`config.mk`:
```
export PLATFORM = sky130hd
export DESIGN_NAME = regfile_port_arbiter
export DESIGN_NICKNAME = d
export VERILOG_FILES = /design/src/rtl/regarb_pkg.sv /design/src/rtl/regarb_starve_ctr.sv /design/src/rtl/regfile_port_arbiter.sv
export SDC_FILE = /design/constraint.sdc
export NUM_CORES = 1
export LEC_CHECK = 0
export BUFFER_PORTS_ARGS = -buffer_cell sky130_fd_sc_hd__buf_2
export CAP_MARGIN = 40
export CORE_AREA = 5 5 98 100
export CTS_CLUSTER_DIAMETER = 60
export DETAILED_ROUTE_END_ITERATION = 8
export DIE_AREA = 0 0 103 105
export MAX_ROUTING_LAYER = met4
export PLACE_DENSITY_LB_ADDON = 0.12
export SKIP_LAST_GASP = 1
export SYNTH_ARGS = -nofsm -noshare
export SYNTH_HDL_FRONTEND = slang
export SYNTH_SLANG_ARGS = --single-unit
```
`constraint.sdc`:
```
create_clock -name clock -period 4.23 [get_ports clock]
set_clock_uncertainty 0.2 [all_clocks]
set_input_delay 0.2115 -clock clock [delete_from_list [all_inputs] [get_ports clock]]
set_output_delay 0.2115 -clock clock [all_outputs]
set_load 0.01 [all_outputs]
```
`src/rtl/regarb_pkg.sv`:
```
// Shared types, widths and ID helpers for the register-file port arbiter.
// The optional starvation guard is enabled by defining REGARB_STARVE_EN.
package regarb_pkg;

    localparam int REG_ID_W = 4;
    localparam int DATA_W   = 32;
    localparam int NUM_REGS = 6;

    typedef logic [REG_ID_W-1:0] reg_id_t;
    typedef logic [DATA_W-1:0]   data_t;

    localparam reg_id_t REG_NONE = 4'hF;

    typedef enum logic [1:0] {
        GNT_NONE = 2'd0,
        GNT_E    = 2'd1,
        GNT_M    = 2'd2
    } wr_gnt_e;

    function automatic logic is_valid_id(input reg_id_t id);
        return id < REG_ID_W'(NUM_REGS);
    endfunction

    // A pending write only blocks a read when it targets a real register.
    function automatic logic id_hit(input reg_id_t src, input logic wr_valid, input reg_id_t wr_dst);
        return wr_valid && is_valid_id(wr_dst) && (src == wr_dst);
    endfunction

endpackage

```
`src/rtl/regarb_starve_ctr.sv`:
```
// Saturating E-stall counter; raises a one-cycle force flag after STARVE_MAX
// consecutive stalls so E is granted ahead of M. Used only with REGARB_STARVE_EN.
module regarb_starve_ctr #(
    parameter int unsigned STARVE_MAX = 4
) (
    input  logic clock,
    input  logic reset,
    input  logic e_valid_i,
    input  logic e_ready_i,
    output logic force_e_o
);

    localparam int unsigned CNT_W = $clog2(STARVE_MAX + 1);
    localparam logic [CNT_W-1:0] CNT_MAX = CNT_W'(STARVE_MAX);

    logic [CNT_W-1:0] cnt_q, cnt_d;
    logic             force_q, force_d;

    always_ff @(posedge clock) begin
        if (reset) begin
            cnt_q   <= '0;
            force_q <= 1'b0;
        end else begin
            cnt_q   <= cnt_d;
            force_q <= force_d;
        end
    end

    always_comb begin
        cnt_d = cnt_q;
        if (!e_valid_i || e_ready_i) begin
            cnt_d = '0;
        end else if (cnt_q != CNT_MAX) begin
            cnt_d = cnt_q + CNT_W'(1);
        end
        // Flag drops as soon as E transfers, so it never outlives one grant.
        force_d = e_valid_i && !e_ready_i && (cnt_q == CNT_MAX);
    end

    assign force_e_o = force_q;

endmodule

```
`src/rtl/regfile_port_arbiter.sv`:
```
// Shares the register-file write port between E and M writers and issues
// hazard-checked operand reads. Define REGARB_STARVE_EN for the E starvation guard.
module regfile_port_arbiter
    import regarb_pkg::*;
#(
    parameter int unsigned STARVE_MAX = 4
) (
    input  logic        clock,
    input  logic        reset,
    input  logic        e_valid,
    input  logic [3:0]  e_dst,
    input  logic [31:0] e_val,
    output logic        e_ready,
    input  logic        m_valid,
    input  logic [3:0]  m_dst,
    input  logic [31:0] m_val,
    output logic        m_ready,
    input  logic        rd_valid,
    input  logic [3:0]  rd_srcA,
    input  logic [3:0]  rd_srcB,
    output logic        rd_ready,
    output logic        rsp_valid,
    output logic [31:0] rsp_valA,
    output logic [31:0] rsp_valB,
    input  logic [31:0] rf_valA,
    input  logic [31:0] rf_valB,
    output logic [3:0]  dstM,
    output logic [31:0] valM,
    output logic [3:0]  rA,
    output logic [3:0]  rB,
    output logic        err_bad_id
);

    // Handshake: a transfer happens in any cycle where valid && ready; the
    // requester holds valid and payload stable until then. Readies are
    // combinational from this cycle's requests and are forced low in reset.

    wr_gnt_e gnt;
    logic    force_e;
    logic    hazard;
    logic    rd_xfer;
    logic    bad_id_seen;

    logic    rsp_valid_q, rsp_valid_d;
    logic    err_q, err_d;

`ifdef REGARB_STARVE_EN
    regarb_starve_ctr #(
        .STARVE_MAX(STARVE_MAX)
    ) u_starve_ctr (
        .clock    (clock),
        .reset    (reset),
        .e_valid_i(e_valid),
        .e_ready_i(e_ready),
        .force_e_o(force_e)
    );
`else
    logic [31:0] unused_starve_max;
    assign unused_starve_max = 32'(STARVE_MAX);
    assign force_e = 1'b0;
`endif

    always_comb begin
        gnt = GNT_NONE;
        if (!reset) begin
            if (force_e && e_valid) begin
                gnt = GNT_E;
            end else if (m_valid) begin
                gnt = GNT_M;
            end else if (e_valid) begin
                gnt = GNT_E;
            end
        end
    end

    always_comb begin
        hazard = id_hit(rd_srcA, e_valid, e_dst) || id_hit(rd_srcB, e_valid, e_dst) ||
                 id_hit(rd_srcA, m_valid, m_dst) || id_hit(rd_srcB, m_valid, m_dst);
        rd_xfer = !reset && rd_valid && !hazard;
    end

    always_comb begin
        e_ready  = (gnt == GNT_E);
        m_ready  = (gnt == GNT_M);
        rd_ready = rd_xfer;
        dstM     = REG_NONE;
        valM     = '0;
        case (gnt)
            GNT_E: begin
                dstM = e_dst;
                valM = e_val;
            end
            GNT_M: begin
                dstM = m_dst;
                valM = m_val;
            end
            default: ;
        endcase
        rA = rd_xfer ? rd_srcA : REG_NONE;
        rB = rd_xfer ? rd_srcB : REG_NONE;
    end

    always_comb begin
        bad_id_seen = ((gnt == GNT_E) && !is_valid_id(e_dst)) ||
                      ((gnt == GNT_M) && !is_valid_id(m_dst)) ||
                      (rd_xfer && (!is_valid_id(rd_srcA) || !is_valid_id(rd_srcB)));
        err_d       = err_q || bad_id_seen;
        rsp_valid_d = rd_xfer;
    end

    always_ff @(posedge clock) begin
        if (reset) begin
            rsp_valid_q <= 1'b0;
            err_q       <= 1'b0;
        end else begin
            rsp_valid_q <= rsp_valid_d;
            err_q       <= err_d;
        end
    end

    // The register file holds its read outputs, so data is passed straight through.
    assign rsp_valid  = rsp_valid_q;
    assign rsp_valA   = rf_valA;
    assign rsp_valB   = rf_valB;
    assign err_bad_id = err_q;

endmodule

```
==> impl_metrics.toml <==
[detailed_routing]
drt_iter0_markers = 34
avgRoutedWirePerCell_um = 16.98
drt.antenna.violating_nets = 0
vias = 1594
drtPass1Iterations = 4
vias_per_cell = 4.355
wirelength_mm = 6.214
drc = 0

[critical_path]
start_kind = "primary input"
cp.arrival_ns = 2.05
critPathMaxFanout = 20
endpoint_kind = "output port"
critPathRequiredTime_ns = 3.82
crit_type = "primary input to output port"
rr_worst_depth = 2

[clock_network]
cts_buffers = 3
clk_pin_slew_ns = 0.03
cts_root_buffer = "clkbuf_8"
cts_hold_buffers = 0
postCtsSetupBuffers = 0
htreeDepth = 1
clock_sinks = 2
cts_max_path_buffers = 2
cts_tree = "yes"
postCtsResizedCells = 0
clock_latency_ns = 0.20

[synth]
syn_inst = 198
synthArstFlopShare_pct = 0
yosysWarnings = 0
ys_types = 24
ys_ff_latch = 2
synth.avg_cell_area_um2 = 6.970
synth_top_area_share_pct = 35.36
yosys-top-cells-area = "buf_4, a22oi_1, xor2_1"
synth_common_cells = "buf_4, a22oi_1, nor2_1, xor2_1, clkbuf_1"
yosys_most_used_dff = "dfxtp_1"
synth_edf_count = 0
syn_area_um2 = 1380
yosysSeqAreaShare_pct = 2.901
synth_nets = 349
yosysTopAreaCell = "buf_4"
yosysMostFrequentCell = "buf_4"

[timing]
setup_violations = 0
fmax_mhz = 405.8
maxSlewViolCount = 0
rsz0062_at_grt = "no"
finalCriticalPeriod_ns = 2.464
finalSetupTns_ns = 0
tightest_slew_ns = 0.8259
maxSlewHeadroom_pct = 44.94
timing_hold_violations_final = 0
fin_crit_sh_pct = 58.26

[pwr]
sequentialPowerShare_pct = 8.6
ir_drop_mv = 0.1042
power.density_nw_per_um2 = 145.6
p_total_mw = 0.2500
clockPowerShare_pct = 29.0
power_switching_mw = 0.09482
p_sw_share_pct = 37.93
internal_power_mw = 0.1552
leakage_nw = 0.8818
combPwrFrac_pct = 62.3

[final_layout]
drive_gt1_share_pct = 55.04
area_growth_pct = 24.39
nNetsFinal = 411
n_fill_cell = 1020
diodes = 0
seqCellArea_um2 = 40.04
multiInputGateArea_um2 = 780.7

[global_route]
grt_pass1_wl_mm = 8.914
grt_use_met1_pct = 11.27
antenna_found_initial = 0
use_met3_pct = 3.264
overflow = 0
grt_max_degree = 23
groute.usage.overall_pct = 10.56
grt_pass1_vias = 1549
use_met2_pct = 17.83
grt_busiest_layer = "met2"

[floorplanning]
dieArea_um2 = 10820
core_area_um2 = 8593
num_io_pins = 262
fp-row-count = 34
die_w_um = 103
fp.dieH_um = 105
start_util_pct = 16.06

[outcome]
status = "finished clean"

[placed_design]
gp_congestion = 0.6948
hpwlAfterDp_mm = 5.241
port_buffers = 133

[min_path]
hold_class = "primary input to flip-flop"
whs_path_depth = 3

[job]
cap_violations = 0
==> worst max-delay path: stages <==
cell,delay [ns]
buf_2,0.10
inv_1,0.08
nand3b_1,0.12
inv_1,0.07
ha_1,0.69
buf_4,0.37
a22oi_1,0.10
nor2_1,0.13
buf_2,0.16
==> metal layers <==
layer | vias up | routed length (um)
met1 | 715 | 2141
met4 | 0 | 276
met5 | - | 0
li1 | 749 | -
met3 | 38 | 703
met2 | 92 | 3092
==> power by group through the flow <==
stage	logic [mW]	registers (mW)	clock network, mW
2_1_floorplan	0.134	0.0227	0
6_report	0.156	0.0216	0.0726
5_1_grt	0.173	0.0218	0.0784
3_5_place_dp	0.159	0.0218	0
3_3_place_gp	0.156	0.0221	0
4_1_cts	0.159	0.0216	0.0754
==> metrics by stage <==
step                area (um2)  hold slack, ns  setup slack, ns  utilization (%)  std cells
CTS                       1717          0.1557            1.728            19.98        366
detailed placement        1675          0.2231            1.735            19.50        363
global route              1717          0.1849            1.567            19.98        366
floorplan                 1380          0.2155            2.337                -        198
global placement          1648          0.2231            1.742            19.18        362
finish                    1717          0.1503            1.766            19.98        366
==> layout by cell type (no fill, tap or decap) <==
cell type and instances:
o211ai_1 1, or3_1 1, inv_1 3, o211ai_2 1, ha_1 2, xor2_1 16, nand2_1 2, a211oi_1 1
buf_2 133, a21boi_0 1, nor2_1 32, nand3b_1 1, a32o_1 1, a221o_1 4, dfxtp_1 2, a22oi_1 32
nand4b_1 8, nor2b_1 3, and3_1 2, a21oi_1 2, clkbuf_8 3, nor4_1 2, nor4_2 2, buf_16 1
buf_4 2
==> cell type report <==
type                            instances  area share, %
Inverter                                3         0.6560
Sequential cell                         2          2.332
Timing Repair Buffer                  136          41.25
Tap cell                              108          7.872
Multi-Input combinational cell        114          45.48
Clock buffer                            3          2.405
==> worst paths after layout <==
| kind | start | to | slack, ns |
|---|---|---|---|
| max | reset | valM[19] | 1.77 |
| min | reset | err_bad_id$_SDFF_PP0_ | 0.15 |
| max reg2reg | err_bad_id$_SDFF_PP0_ | err_bad_id$_SDFF_PP0_ | 3.05 |
| min reg2reg | err_bad_id$_SDFF_PP0_ | err_bad_id$_SDFF_PP0_ | 0.37 |
==> registers in the layout, indices dropped and copies added, names as in the netlist <==
signal and flops:
err_bad_id 1, rsp_valid 1
==> logic make-up (layout without fill, tap and decap cells) <==
| logic type | after synthesis | after routing | synth area share [%] |
|---|---|---|---|
| buffers and inverters | 82 | 142 | 40.53 |
| and+or+nand+nor | 53 | 53 | 20.31 |
| AOI/OAI and AO/OA | 43 | 43 | 24.30 |
| xor gates and xnor gates | 16 | 16 | 10.15 |
| adders and majority gates | 2 | 2 | 1.813 |
| DFF | 2 | 2 | 2.901 |
Power figures use the tool's default switching activity.
